**src/rtl/USBPkg.sv**
```systemverilog
// Shared definitions for the USB transaction sequencer.
// Holds the handshake/data PID encodings, endpoint numbers, bus widths
// and the sequencer state encoding used by txn_sequencer.
package USBPkg;

    localparam int unsigned PAGE_W  = 16;
    localparam int unsigned DATA_W  = 64;
    localparam int unsigned ENDP_W  = 4;
    localparam int unsigned PID_W   = 4;
    localparam int unsigned STATE_W = 4;

    // Received packet identifiers
    localparam logic [PID_W-1:0] PID_ACK   = 4'b0010;
    localparam logic [PID_W-1:0] PID_NAK   = 4'b1010;
    localparam logic [PID_W-1:0] PID_DATA0 = 4'b0011;

    // Device endpoints: address setup and data transfer
    localparam logic [ENDP_W-1:0] ENDP_ADDR = 4'd4;
    localparam logic [ENDP_W-1:0] ENDP_DATA = 4'd8;

    typedef logic [STATE_W-1:0] seq_state_t;

    localparam seq_state_t S_IDLE      = 4'd0;
    localparam seq_state_t S_ADDR_OUT  = 4'd1;
    localparam seq_state_t S_ADDR_DATA = 4'd2;
    localparam seq_state_t S_ADDR_HS   = 4'd3;
    localparam seq_state_t S_XFER_OUT  = 4'd4;
    localparam seq_state_t S_XFER_DATA = 4'd5;
    localparam seq_state_t S_XFER_HS   = 4'd6;
    localparam seq_state_t S_XFER_IN   = 4'd7;
    localparam seq_state_t S_IN_WAIT   = 4'd8;
    localparam seq_state_t S_SEND_ACK  = 4'd9;
    localparam seq_state_t S_SEND_NAK  = 4'd10;
    localparam seq_state_t S_FINISH    = 4'd11;

    // Address-phase DATA0 payload: page in the top bits, rest zero
    function automatic logic [DATA_W-1:0] addr_payload(input logic [PAGE_W-1:0] page);
        return {page, {(DATA_W - PAGE_W){1'b0}}};
    endfunction

endpackage

```
**src/rtl/usb_timeout.sv**
```systemverilog
// Response timeout counter.
// Ports: clock, reset_n (async active-low); clear restarts the count;
// enable advances it; expired is registered and stays high once the
// count reaches TIMEOUT_CYCLES until the next clear.
module usb_timeout #(
    parameter int unsigned TIMEOUT_CYCLES = 255
) (
    input  logic clock,
    input  logic reset_n,
    input  logic clear,
    input  logic enable,
    output logic expired
);

    localparam int unsigned CNT_W = $clog2(TIMEOUT_CYCLES + 1);

    logic [CNT_W-1:0] r_count;
    logic             r_expired;

    // Count enabled cycles; expired rises in the cycle the count equals TIMEOUT_CYCLES
    always_ff @(posedge clock or negedge reset_n) begin
        if (!reset_n) begin
            r_count   <= '0;
            r_expired <= 1'b0;
        end else if (clear) begin
            r_count   <= '0;
            r_expired <= 1'b0;
        end else if (enable && !r_expired) begin
            r_count   <= r_count + CNT_W'(1);
            r_expired <= (r_count == CNT_W'(TIMEOUT_CYCLES - 1));
        end
    end

    assign expired = r_expired;

endmodule

```
**src/rtl/txn_sequencer.sv**
```systemverilog
// USB-style transaction sequencer.
// Runs an address phase (OUT to endpoint 4 + DATA0 page) then either a
// write phase (OUT/DATA0 to endpoint 8) or a read phase (IN to endpoint 8,
// ACK/NAK the returned DATA0), retrying each phase up to MAX_RETRY times.
// Ports: start_read/start_write/mempage/wr_data start a transaction;
// busy/done/success/rd_data report it; send_* / endp / data drive the
// packet sender, out_done acknowledges each packet; rx_* carry the
// decoded device response.
module txn_sequencer
    import USBPkg::*;
#(
    parameter int unsigned TIMEOUT_CYCLES = 255,
    parameter int unsigned MAX_RETRY      = 8
) (
    input  logic              clock,
    input  logic              reset_n,
    input  logic              start_read,
    input  logic              start_write,
    input  logic [PAGE_W-1:0] mempage,
    input  logic [DATA_W-1:0] wr_data,
    output logic              busy,
    output logic              done,
    output logic              success,
    output logic [DATA_W-1:0] rd_data,
    output logic              send_OUT,
    output logic              send_IN,
    output logic              send_DATA0,
    output logic              send_ACK,
    output logic              send_NAK,
    output logic [ENDP_W-1:0] endp,
    output logic [DATA_W-1:0] data,
    input  logic              out_done,
    input  logic              rx_valid,
    input  logic [PID_W-1:0]  rx_pid,
    input  logic [DATA_W-1:0] rx_data,
    input  logic              rx_error
);

    localparam int unsigned RETRY_W = $clog2(MAX_RETRY + 1);

    seq_state_t         r_state;
    logic [PAGE_W-1:0]  r_page;
    logic [DATA_W-1:0]  r_wdata;
    logic               r_is_read;
    logic [RETRY_W-1:0] r_retry;
    logic               r_busy;
    logic               r_done;
    logic               r_success;
    logic [DATA_W-1:0]  r_rd_data;
    logic               r_send_out;
    logic               r_send_in;
    logic               r_send_data0;
    logic               r_send_ack;
    logic               r_send_nak;
    logic [ENDP_W-1:0]  r_endp;
    logic [DATA_W-1:0]  r_data;

    seq_state_t         w_next;
    logic               w_start;
    logic               w_enter;
    logic               w_retry_inc;
    logic               w_retry_clr;
    logic               w_latch_rd;
    logic               w_to_enable;
    logic               w_expired;
    logic [RETRY_W-1:0] w_retry_next;
    logic               w_retry_limit;

    usb_timeout #(
        .TIMEOUT_CYCLES (TIMEOUT_CYCLES)
    ) u_timeout (
        .clock   (clock),
        .reset_n (reset_n),
        .clear   (out_done),
        .enable  (w_to_enable),
        .expired (w_expired)
    );

    assign w_retry_next  = r_retry + RETRY_W'(1);
    assign w_retry_limit = (w_retry_next == RETRY_W'(MAX_RETRY));
    assign w_enter       = (w_next != r_state);

    // State register
    always_ff @(posedge clock or negedge reset_n) begin
        if (!reset_n) begin
            r_state <= S_IDLE;
        end else begin
            r_state <= w_next;
        end
    end

    // Next-state and per-cycle control decode
    always_comb begin
        w_next      = r_state;
        w_start     = 1'b0;
        w_retry_inc = 1'b0;
        w_retry_clr = 1'b0;
        w_latch_rd  = 1'b0;
        w_to_enable = 1'b0;

        case (r_state)
            S_IDLE, S_FINISH: begin
                w_next = S_IDLE;
                if (start_read || start_write) begin
                    w_start = 1'b1;
                    w_next  = S_ADDR_OUT;
                end
            end
            S_ADDR_OUT:  if (out_done) w_next = S_ADDR_DATA;
            S_ADDR_DATA: if (out_done) w_next = S_ADDR_HS;
            S_ADDR_HS: begin
                w_to_enable = 1'b1;
                if (rx_valid) begin
                    if (!rx_error && rx_pid == PID_ACK) begin
                        w_retry_clr = 1'b1;
                        w_next      = r_is_read ? S_XFER_IN : S_XFER_OUT;
                    end else begin
                        w_retry_inc = 1'b1;
                        w_next      = S_ADDR_OUT;
                    end
                end else if (w_expired) begin
                    w_retry_inc = 1'b1;
                    w_next      = S_ADDR_OUT;
                end
            end
            S_XFER_OUT:  if (out_done) w_next = S_XFER_DATA;
            S_XFER_DATA: if (out_done) w_next = S_XFER_HS;
            S_XFER_HS: begin
                w_to_enable = 1'b1;
                if (rx_valid) begin
                    if (!rx_error && rx_pid == PID_ACK) begin
                        w_next = S_FINISH;
                    end else begin
                        w_retry_inc = 1'b1;
                        w_next      = S_XFER_OUT;
                    end
                end else if (w_expired) begin
                    w_retry_inc = 1'b1;
                    w_next      = S_XFER_OUT;
                end
            end
            S_XFER_IN: if (out_done) w_next = S_IN_WAIT;
            S_IN_WAIT: begin
                w_to_enable = 1'b1;
                // Clean non-DATA0 packets are dropped; the wait carries on
                if (rx_valid) begin
                    if (rx_error) begin
                        w_next = S_SEND_NAK;
                    end else if (rx_pid == PID_DATA0) begin
                        w_latch_rd = 1'b1;
                        w_next     = S_SEND_ACK;
                    end
                end else if (w_expired) begin
                    w_retry_inc = 1'b1;
                    w_next      = S_XFER_IN;
                end
            end
            S_SEND_ACK: if (out_done) w_next = S_FINISH;
            S_SEND_NAK: begin
                if (out_done) begin
                    w_retry_inc = 1'b1;
                    w_next      = S_XFER_IN;
                end
            end
            default: w_next = S_IDLE;
        endcase

        // The attempt that exhausts the retry budget ends the transaction
        if (w_retry_inc && w_retry_limit) begin
            w_next = S_FINISH;
        end
    end

    // Registered outputs and datapath
    always_ff @(posedge clock or negedge reset_n) begin
        if (!reset_n) begin
            r_page       <= '0;
            r_wdata      <= '0;
            r_is_read    <= 1'b0;
            r_retry      <= '0;
            r_busy       <= 1'b0;
            r_done       <= 1'b0;
            r_success    <= 1'b0;
            r_rd_data    <= '0;
            r_send_out   <= 1'b0;
            r_send_in    <= 1'b0;
            r_send_data0 <= 1'b0;
            r_send_ack   <= 1'b0;
            r_send_nak   <= 1'b0;
            r_endp       <= '0;
            r_data       <= '0;
        end else begin
            r_busy <= (w_next != S_IDLE) && (w_next != S_FINISH);
            r_done <= (w_next == S_FINISH);

            // Each packet is requested exactly once, on entry to its send state
            r_send_out   <= w_enter && (w_next == S_ADDR_OUT || w_next == S_XFER_OUT);
            r_send_data0 <= w_enter && (w_next == S_ADDR_DATA || w_next == S_XFER_DATA);
            r_send_in    <= w_enter && (w_next == S_XFER_IN);
            r_send_ack   <= w_enter && (w_next == S_SEND_ACK);
            r_send_nak   <= w_enter && (w_next == S_SEND_NAK);

            if (w_start) begin
                r_page    <= mempage;
                r_wdata   <= wr_data;
                r_is_read <= start_read;
                r_success <= 1'b0;
            end

            if (w_start || w_retry_clr) begin
                r_retry <= '0;
            end else if (w_retry_inc) begin
                r_retry <= w_retry_next;
            end

            // Only an exhausted retry budget reaches FINISH while incrementing
            if (w_enter && w_next == S_FINISH) begin
                r_success <= !w_retry_inc;
            end

            if (w_latch_rd) begin
                r_rd_data <= rx_data;
            end

            // endp/data change only on entry to a send state, so they hold until out_done
            if (w_enter) begin
                case (w_next)
                    S_ADDR_OUT:             r_endp <= ENDP_ADDR;
                    S_XFER_OUT, S_XFER_IN:  r_endp <= ENDP_DATA;
                    S_ADDR_DATA:            r_data <= addr_payload(r_page);
                    S_XFER_DATA:            r_data <= r_wdata;
                    default:                ;
                endcase
            end
        end
    end

    assign busy       = r_busy;
    assign done       = r_done;
    assign success    = r_success;
    assign rd_data    = r_rd_data;
    assign send_OUT   = r_send_out;
    assign send_IN    = r_send_in;
    assign send_DATA0 = r_send_data0;
    assign send_ACK   = r_send_ack;
    assign send_NAK   = r_send_nak;
    assign endp       = r_endp;
    assign data       = r_data;

endmodule

```
**config.mk**
```make
export PLATFORM = sky130hd
export DESIGN_NAME = txn_sequencer
export DESIGN_NICKNAME = d
export VERILOG_FILES = /design/src/rtl/USBPkg.sv /design/src/rtl/usb_timeout.sv /design/src/rtl/txn_sequencer.sv
export SDC_FILE = /design/constraint.sdc
export NUM_CORES = 1
export LEC_CHECK = 0
export ABC_CLOCK_PERIOD_IN_PS = 5900
export CAP_MARGIN = 20
export CORE_ASPECT_RATIO = 0.7
export CORE_MARGIN = 2
export CORE_UTILIZATION = 40
export DETAILED_ROUTE_END_ITERATION = 12
export PLACE_DENSITY_LB_ADDON = 0.12
export SYNTH_ARGS = -nofsm -noshare
export SYNTH_HDL_FRONTEND = slang
export SYNTH_SLANG_ARGS = --single-unit
```
**constraint.sdc**
```tcl
create_clock -name clock -period 5.9 [get_ports clock]
set_input_delay 1.18 -clock clock [delete_from_list [all_inputs] [get_ports clock]]
set_output_delay 1.18 -clock clock [all_outputs]
set_load 0.1 [all_outputs]
```
# After elaboration in Yosys (flattened, before gate mapping)
# Index checks and enable logic that the tools add are counted.
[word_totals]
register_bits = 238
latch_bits = 0
mem_bits_rw = 0
romBits = 0
in_bits = 155
wordCells = 122
n_memories = 0
[classes]
add_sub_neg = 2
mul = 0
n_div = 0
order_cmp = 0
n_eq_ne = 25
n_shift = 0
muxes = 47
bitwise_logic = 0
n_reduce_logical = 30
[op_table]
columns = ["op", "n"]
rows = [
  ["$pmux W64 S2", 1],
  ["$mux W4", 19],
  ["$pmux W4 S11", 1],
  ["$eq A4 B4 Y1 const B", 8],
  ["$eq A4 B3 Y1 const B", 7],
  ["$eq A4 B2 Y1 const B", 5],
  ["$mux W1", 20],
  ["$mux W8", 2],
  ["$logic_and A1 B1 Y1", 10],
  ["$reduce_bool A2 Y1", 5],
  ["$add A8 B1 Y8 const B", 1],
  ["$eq A4 B1 Y1 const B", 2],
  ["$eq A8 B8 Y1 const B", 1],
  ["$pmux W4 S2", 1],
  ["$reduce_or A2 Y1", 3],
  ["$add A4 B1 Y4 const B", 1],
  ["$logic_not A4 Y1", 1],
  ["$logic_or A1 B1 Y1", 4],
  ["$ne A4 B4 Y1", 1],
  ["$ne A4 B4 Y1 const B", 1],
  ["$reduce_and A2 Y1", 2],
  ["$reduce_bool A4 Y1", 1],
  ["$logic_not A1 Y1", 3],
  ["$mux W3", 1],
  ["3 further kinds", 3],
]

# Logic depth before layout (Yosys ltp)
# Gate-level depths: netlist of the first run.
[logic_depth]
word_depth = 11
depth_mapped = 14

# Modules after synthesis
# Synthesis of the first run repeated with hierarchy kept, for this count alone.
[hier_totals]
hier_cells = 684
area_unflattened_um2 = 9773.1
[by_module_without_submodules]
columns = ["module", "instances", "cells_per_inst", "area_each_um2", "seq_area_each_um2"]
rows = [
  ["txn_sequencer", 1, 635, 9280.2, 5680.4],
  ["usb_timeout", 1, 49, 493.0, 225.2],
]

# Least setup slack after synthesis of the first run
# OpenSTA, ideal clock, no wires.
[synth_path]
path_type = "input to register"
from = "in rx_pid[3]"
to = "reg r_data[10], in the netlist data[10]"
t_arrival_ns = 3.455
required_ns = 5.778
path_slack_ns = 2.324
cell_stages = 11
cell_sequence = "or4b_1 -> buf_2 -> nor3b_4 -> o221ai_2 -> a32o_1 -> buf_6 -> o211a_1 -> a31o_2 -> buf_6 -> buf_6 -> a22o_1"
[synth_between]
elab_chain_len = 10
[synth_rtl]
columns = ["element", "line_no", "source"]
rows = [
  ["start, declared", "txn_sequencer.sv:34", "input logic [PID_W-1:0] rx_pid,"],
  ["branches (longest 6 deep; another with $pmux W4 S11)", "n/a", ""],
  ["$mux W4 (*)", "txn_sequencer.sv:169", "if (w_retry_inc && w_retry_limit) begin"],
  ["$eq A4 B2 Y1 or $eq A4 B3 Y1 (tied branches)", "txn_sequencer.sv:227", "case (w_next)"],
  ["$reduce_bool A2 Y1 (no source line)", "n/a", ""],
  ["$reduce_and A2 Y1 (no source line)", "n/a", ""],
  ["end signal, assigned", "txn_sequencer.sv:230", "S_ADDR_DATA: r_data <= addr_payload(r_page);"],
  ["end signal, assigned", "txn_sequencer.sv:231", "S_XFER_DATA: r_data <= r_wdata;"],
  ["end, declared", "txn_sequencer.sv:56", "logic [DATA_W-1:0] r_data;"],
]
# Mark *: on every way between the ends.
# A chain may end at the register's enable or synchronous reset.

# Final worst setup path of the first run
[layout_path]
from = "in rx_error"
to = "reg r_data[21], in the netlist data[21]"
[layout_between]
elab_chain_len = 10
[layout_rtl]
columns = ["element", "line_no", "source"]
rows = [
  ["start, declared", "txn_sequencer.sv:36", "input logic rx_error"],
  ["$logic_not A1 Y1", "txn_sequencer.sv:114, txn_sequencer.sv:131", ""],
  ["$logic_and A1 B1 Y1", "txn_sequencer.sv:114, txn_sequencer.sv:131", ""],
  ["$mux W1", "txn_sequencer.sv:114, txn_sequencer.sv:131", ""],
  ["$mux W1", "txn_sequencer.sv:130", "if (rx_valid) begin"],
  ["$pmux W1 S3", "txn_sequencer.sv:101", "case (r_state)"],
  ["$logic_and A1 B1 Y1", "txn_sequencer.sv:169", ""],
  ["$mux W4 (*)", "txn_sequencer.sv:169", ""],
  ["named net w_next[0]", "txn_sequencer.sv:58", "seq_state_t w_next;"],
  ["$eq A4 B2 Y1 or $eq A4 B3 Y1 (tied branches)", "txn_sequencer.sv:227", ""],
  ["$reduce_bool A2 Y1 (no source line)", "n/a", ""],
  ["$reduce_and A2 Y1 (no source line)", "n/a", ""],
]
# Mark *: on every way through the listed nets, which the timed path passes. The rest lies on a longest branch.

==> results_dict.tcl, run 1 <==
set metrics [dict create \
    status "finished, final reports clean" \
    ant_nets 0 \
    synth_warnings 0 \
    fp.coreArea_mm2 0.0237 \
    start_util_pct 40.8 \
    fin_crit_ns 4.31 \
    grt_pass1_wl_um 36600 \
    crit_path_end_kind "register" \
    p_leak_nw 5.86 \
    ys.flop_type "dfrtp_1" \
    cts-root-buf "clkbuf_16" \
    worstMarginPinSlew_ns 1.04 \
    area_growth_pct 40.4 \
    seq_power_share_pct 31.4 \
    finClkSkew_ns 0.0141 \
    p_total_w 0.00822 \
    cts.sinks 236 \
    hold_path.class "register to register" \
    relSlewSlack_pct 30.4 \
    num_io_pins 295 \
    cts_tree "done" \
    die_height_um 134 \
    routedWlPerCell_um 17.5 \
    fill_cells 1980 \
    cp-start-kind "input pin" \
    crit_family "compound AO/OA/AOI/OAI gates" \
    required_ns 6.35 \
    post-route-drc-count 0 \
    crit_buf_inv 2 \
    drtPass1Iterations 4 \
    min_period_over_period_pct 73.1 \
    async_reset_ff_share_pct 100 \
    clkPwrFrac_pct 17.9 \
    antenna_cells 0 \
    path_clk_slew_ns 0.06 \
    grt_max_degree 120 \
    cp_max_fo 53 \
    layout-drive-gt1-share_pct 20.3 \
    ys_seq_area_share_pct 61.1 \
    vias 6553 \
    report.final.slew_viol_count 0 \
    grt_overflow 0 \
    power.net_switching_w 0.00387 \
    p_comb_share_pct 50.7 \
    drt_iter0_markers 270 \
    via_per_inst 5.00 \
    cp.arrival_ns 4.77 \
    cellPowerDensity_mw_per_mm2 605 \
    clock_latency_ns 0.52 \
    ys_seq_elements 236 \
    die_w_um 190 \
    crit_chain "clkdlybuf4s50_1 -> or4b_1 -> o221ai_2 -> a311o_1 -> nand4_1 -> xnor2_1 -> o211a_1 -> a31o_4 -> buf_4 -> a22o_1" \
    swShare_pct 47.0 \
    critPathSlowestCell "or4b_1" \
    antenna_found_initial 0 \
    row_count 47 \
    grt_pass1_vias 6730 \
    worst_path_largest_cell_delay_ns 0.69 \
    cts_setup_buffers 0 \
    maxCapViolCount 0 \
    track_usage_pct 17.9 \
    critPathKind "input pin to register" \
    rsz0062_at_grt "no" \
    numCtsBuffers 24 \
    synth.avg_cell_area_um2 13.8 \
    die_area_mm2 0.0255 \
    syn_area_mm2 0.00967 \
    reg2reg_slack_ns 2.04 \
    finalSetupTns_ns 0 \
    dpl.hpwl_um 15500 \
    hold_buffers 0 \
    setup_viol 0 \
    htreeDepth 1 \
    routed_wl_um 22900 \
    cts_resized 0 \
    clockBufferDepth 3 \
    peakVddDrop_uv 453 \
    intPower_w 0.00435 \
    finalHoldViolations 0 \
    gp_congestion 0.804 \
    fmax_mhz 232 \
    synth_cell_types 59 \
    fin_nets 1137 \
    netlist_instances 700 \
    synth_edf_count 0 \
    port_buffers 292 \
]
==> layout by cell type (no fill, tap or decap), types with 2 or more instances in the layout <==
cell and count:
clkbuf_16 24, inv_1 11, o21ai_0 9, clkdlybuf4s50_1 291, o2bb2ai_1 2, o21a_1 2
conb_1 2, nand3_1 9, a21oi_1 9, clkinv_2 2, nor4_1 2, nor2_1 23
and4bb_2 2, o31ai_1 3, dfrtp_1 236, a22o_1 50, mux2i_1 16, o21ai_1 20
clkbuf_1 7, or3_1 2, xnor2_1 4, or4b_1 2, buf_4 6, o211ai_1 2
and3_1 4, ha_1 4, xor2_1 6, nand4b_1 2, nor3_1 7, and4_1 3
nand2_1 29, mux2_2 144, nor3b_1 2, clkbuf_8 4, a32o_1 3, o221ai_2 2
a211oi_1 4, a31oi_1 4, nor2b_1 5, nand4_1 5
==> metrics by stage <==
step / setup WS [ns] / hold WS, ns / instances / cell area (µm²) / util [%]
5_1_grt: 1.34 / 0.502 / 1311 / 13600 / 57.3
4_1_cts: 1.60 / 0.485 / 1311 / 13600 / 57.3
3_5_place_dp: 1.03 / 0.473 / 1270 / 12800 / 54.1
2_1_floorplan: 2.32 / 0.462 / 701 / 9670 / -
6_report: 1.59 / 0.486 / 1311 / 13600 / 57.3
3_3_place_gp: 1.12 / 0.466 / 1270 / 12800 / 54.1
==> cell type report <==
class | count | area, µm² | area share (%)
Clock inverter | 6 | 72.6 | 0.535
Clock buffer | 35 | 682 | 5.02
Tap cell | 318 | 398 | 2.93
Sequential cell | 236 | 5910 | 43.5
Multi-Input combinational cell | 405 | 3480 | 25.6
Inverter | 12 | 45.0 | 0.332
Timing Repair Buffer | 299 | 2990 | 22.0
==> power groups by stage <==
stage	registers (W)	clock network (W)	logic (W)
after floorplan	0.00421	0	0.00164
after global placement	0.00259	0	0.00416
after detailed placement	0.00259	0	0.00420
after CTS	0.00258	0.00152	0.00421
after global routing	0.00265	0.00158	0.00441
final	0.00258	0.00147	0.00417
==> synth_stat cells, drive strengths merged (2+ instances only) <==
cell type	count	share of area (%)
or3b	2	0.18
o31ai	3	0.23
nor4	3	0.35
a22o	50	4.5
a21oi	9	0.47
nor4b	2	0.25
nand4	5	0.32
nor2b	5	0.32
mux2i	16	1.7
o21ai	29	1.5
a31oi	4	0.26
nand4b	2	0.18
inv	12	0.47
o221ai	2	0.31
xor2	6	0.54
nor3b	3	0.35
buf	23	1.8
o2bb2ai	2	0.18
or4b	2	0.21
dfrtp	236	61
and4	3	0.27
and4bb	2	0.26
nor3	8	0.41
xnor2	4	0.36
a32o	3	0.31
clkbuf	25	0.97
ha	4	0.52
and3	4	0.26
a211oi	5	0.39
o21a	2	0.16
mux2	144	17
nand2	29	1.1
or3	2	0.13
nand3	10	0.57
nor2	23	0.89
o211ai	2	0.16
==> per-layer routing <==
| layer | track usage [%] | vias to the layer above | share of wire [%] |
|---|---|---|---|
| met4 | 4.22 | 0 | 2.1 |
| met3 | 5.86 | 33 | 8.1 |
| met2 | 27.3 | 203 | 44 |
| met1 | 24.9 | 3222 | 46 |
| li1 | - | 3095 | - |
| met5 | 0 | - | 0 |
==> flip-flops by register name, summed over array words and instances (netlist names) <==
name and flops:
data 64, r_wdata 64, rd_data 64, r_page 16, u_timeout.r_count 8, r_retry 4
r_state 4, endp 2, busy 1, done 1, r_is_read 1, send_ACK 1
send_DATA0 1, send_IN 1, send_NAK 1, send_OUT 1, success 1, u_timeout.expired 1
==> logic make-up after synthesis <==
| group | count (synthesis) | share of synthesized area [%] |
|---|---|---|
| flip-flops | 236 | 61.1 |
| AND/OR/NAND/NOR | 109 | 6.37 |
| buffers and inverters | 60 | 3.24 |
| multiplexers | 160 | 18.4 |
| AO/OA/AOI/OAI | 120 | 9.42 |
| other | 1 | 0.0388 |
| XOR/XNOR | 10 | 0.906 |
| adder cells (fa/ha/maj) | 4 | 0.518 |
==> worst paths after layout <==
check,start,endpoint,cells past startpoint
min in group asynchronous,reset_n,rd_data[10],1
min,r_wdata[0],data[0],1
min reg2reg,r_wdata[0],data[0],1
max reg2reg,r_state[2],data[21],9
max in group asynchronous,reset_n,r_wdata[61],2
max,rx_error,data[21],10
(Power assumes the default switching activity.)
==> run 2: changes to the inputs <==
--- a/config.mk
+++ b/config.mk
@@ -5,7 +5,7 @@
 export SDC_FILE = /design/constraint.sdc
 export NUM_CORES = 1
 export LEC_CHECK = 0
-export ABC_CLOCK_PERIOD_IN_PS = 5900
+export ABC_CLOCK_PERIOD_IN_PS = 3900
 export CAP_MARGIN = 20
 export CORE_ASPECT_RATIO = 0.7
 export CORE_MARGIN = 2
==> constraint.sdc (replaced) <==
create_clock -name clock -period 3.9 [get_ports clock]
set_input_delay 0.78 -clock clock [delete_from_list [all_inputs] [get_ports clock]]
set_output_delay 0.78 -clock clock [all_outputs]
set_load 0.1 [all_outputs]
==> run 2 against run 1 <==
- register-to-register slack got worse by 1.4 ns
- largest power group unchanged
- critical path type unchanged
- clock power rose by 64%
- largest cell class unchanged
- routed wire length fell by 0.66%
- sequential cell count did not move
==> results_dict.tcl, run 2 (synthesized netlist as in run 1, its figures left out) <==
set metrics [dict create \
    fin_crit_ns 3.25 \
    required_ns 4.32 \
    htreeDepth 1 \
    wl_met3_um 1710 \
    worst_path_largest_cell_delay_ns 0.69 \
    die_area_mm2 0.0255 \
    clock_latency_ns 0.53 \
    die_w_um 190 \
    row_count 47 \
    rsz0062_at_grt "no" \
    crit_buf_inv 2 \
    cellPowerDensity_mw_per_mm2 922 \
    hold_path.class "input pin to async pin" \
    fin_nets 1148 \
    fmax_mhz 308 \
    path_clk_slew_ns 0.06 \
    cts_tree "done" \
    whs_ns 0.268 \
    dpl.hpwl_um 15400 \
    finClkSkew_ns 0.0157 \
    layout-drive-gt1-share_pct 22.0 \
    worstReg2RegEnd "data[1]" \
    fp.coreArea_mm2 0.0237 \
    die_height_um 134 \
    routedWlPerCell_um 17.2 \
    met1_length_um 10700 \
    grt_pass1_vias 6720 \
    wl_met2_um 9930 \
    peakVddDrop_uv 615 \
    maxCapViolCount 0 \
    r2r_start "r_state[2]" \
    crit_family "compound AO/OA/AOI/OAI gates" \
    ant_nets 0 \
    critPathSlowestCell "or4b_1" \
    track_usage_pct 17.8 \
    antenna_found_initial 0 \
    drt_iter0_markers 338 \
    min_period_over_period_pct 83.4 \
    status "finished, final reports clean" \
    cp-start-kind "input pin" \
    hold_buffers 0 \
    report.final.slew_viol_count 0 \
    cts_resized 0 \
    grt_pass1_wl_um 36600 \
    critPathKind "input pin to register" \
    cp_max_fo 48 \
    finalWorstSetupSlack_ns 0.648 \
    grt_overflow 0 \
    reg2reg_slack_ns 0.66 \
    p_total_w 0.0127 \
    antenna_cells 0 \
    reg2reg_depth 9 \
    num_io_pins 295 \
    clockBufferDepth 3 \
    vias 6597 \
    via_per_inst 4.98 \
    start_util_pct 40.8 \
    routed_wl_um 22700 \
    finalSetupTns_ns 0 \
    top_layer "met4" \
    cts_setup_buffers 0 \
    crit_path_end_kind "register" \
    layout_common_cells "clkdlybuf4s50_1 (291), dfrtp_1 (236), mux2_2 (144)" \
    port_buffers 292 \
    setup_viol 0 \
    cts.sinks 236 \
    cts-root-buf "clkbuf_16" \
    finalHoldViolations 0 \
    post-route-drc-count 0 \
    post-place-ws_ns 0.136 \
    final_util_pct 58.2 \
    grt_max_degree 93 \
    p_leak_nw 5.98 \
    relSlewSlack_pct 30.3 \
    crit_chain "clkdlybuf4s50_1 -> or4b_1 -> o221ai_2 -> a311o_1 -> nand4_1 -> xnor2_1 -> o211a_1 -> a31o_4 -> buf_12 -> a22o_1" \
    layout_commonest_cell "clkdlybuf4s50_1" \
    worstMarginPinSlew_ns 1.04 \
    area_growth_pct 42.7 \
    numCtsBuffers 25 \
    cp.arrival_ns 3.67 \
    gp_congestion 0.812 \
    drtPass1Iterations 4 \
]
[run 2: stage by stage]
stage	cells	area [µm²]
after floorplan	701	9670
after global placement	1280	12900
after detailed placement	1280	12900
after CTS	1326	13800
after global routing	1326	13800
final	1326	13800
[run 2: worst register-to-register path, stage by stage (launching register included)]
cell	delay (ns)
dfrtp_1	0.81
and4bb_2	0.36
o311ai_1	0.41
a311o_1	0.31
nand4_1	0.18
xnor2_1	0.18
o211a_1	0.15
a31o_4	0.25
buf_12	0.18
a22o_1	0.30
[run 2: final cells by class]
cell class,instances,area [µm²]
fillers,1935,9900
flip-flops and latches,236,5910
multi-input cells,405,3480
repair buffers,309,3120
clock buffers,36,757
well taps,318,398
clock inverters,10,92.6
inverters,12,45.0
[run 2: where the power goes]
group          internal, W  total [W]  leakage (nW)  switching, W
combinational      0.00209    0.00644          2.49       0.00435
sequential         0.00332    0.00388          3.07      0.000560
clock              0.00142    0.00241         0.427      0.000990
total              0.00682     0.0127          5.98       0.00590
[run 2: layer usage]
layer / global-route usage, % / up-vias
li1: - / 3120
met1: 25.5 / 3261
met4: 3.66 / 0
met3: 5.49 / 30
met5: 0 / -
met2: 26.7 / 186
[run 2: how the worst max path moves through the flow]
stage	end	slack, ns	cells after the start	start
3_3_place_gp	endp[3]	0.14	11	rx_error
5_1_grt	endp[3]	0.38	9	r_state[2]
2_1_floorplan	data[10]	0.72	11	rx_pid[3]
6_report	data[1]	0.65	10	rx_pid[3]
3_5_place_dp	data[1]	0.14	10	rx_pid[3]
4_1_cts	data[1]	0.67	9	r_state[2]
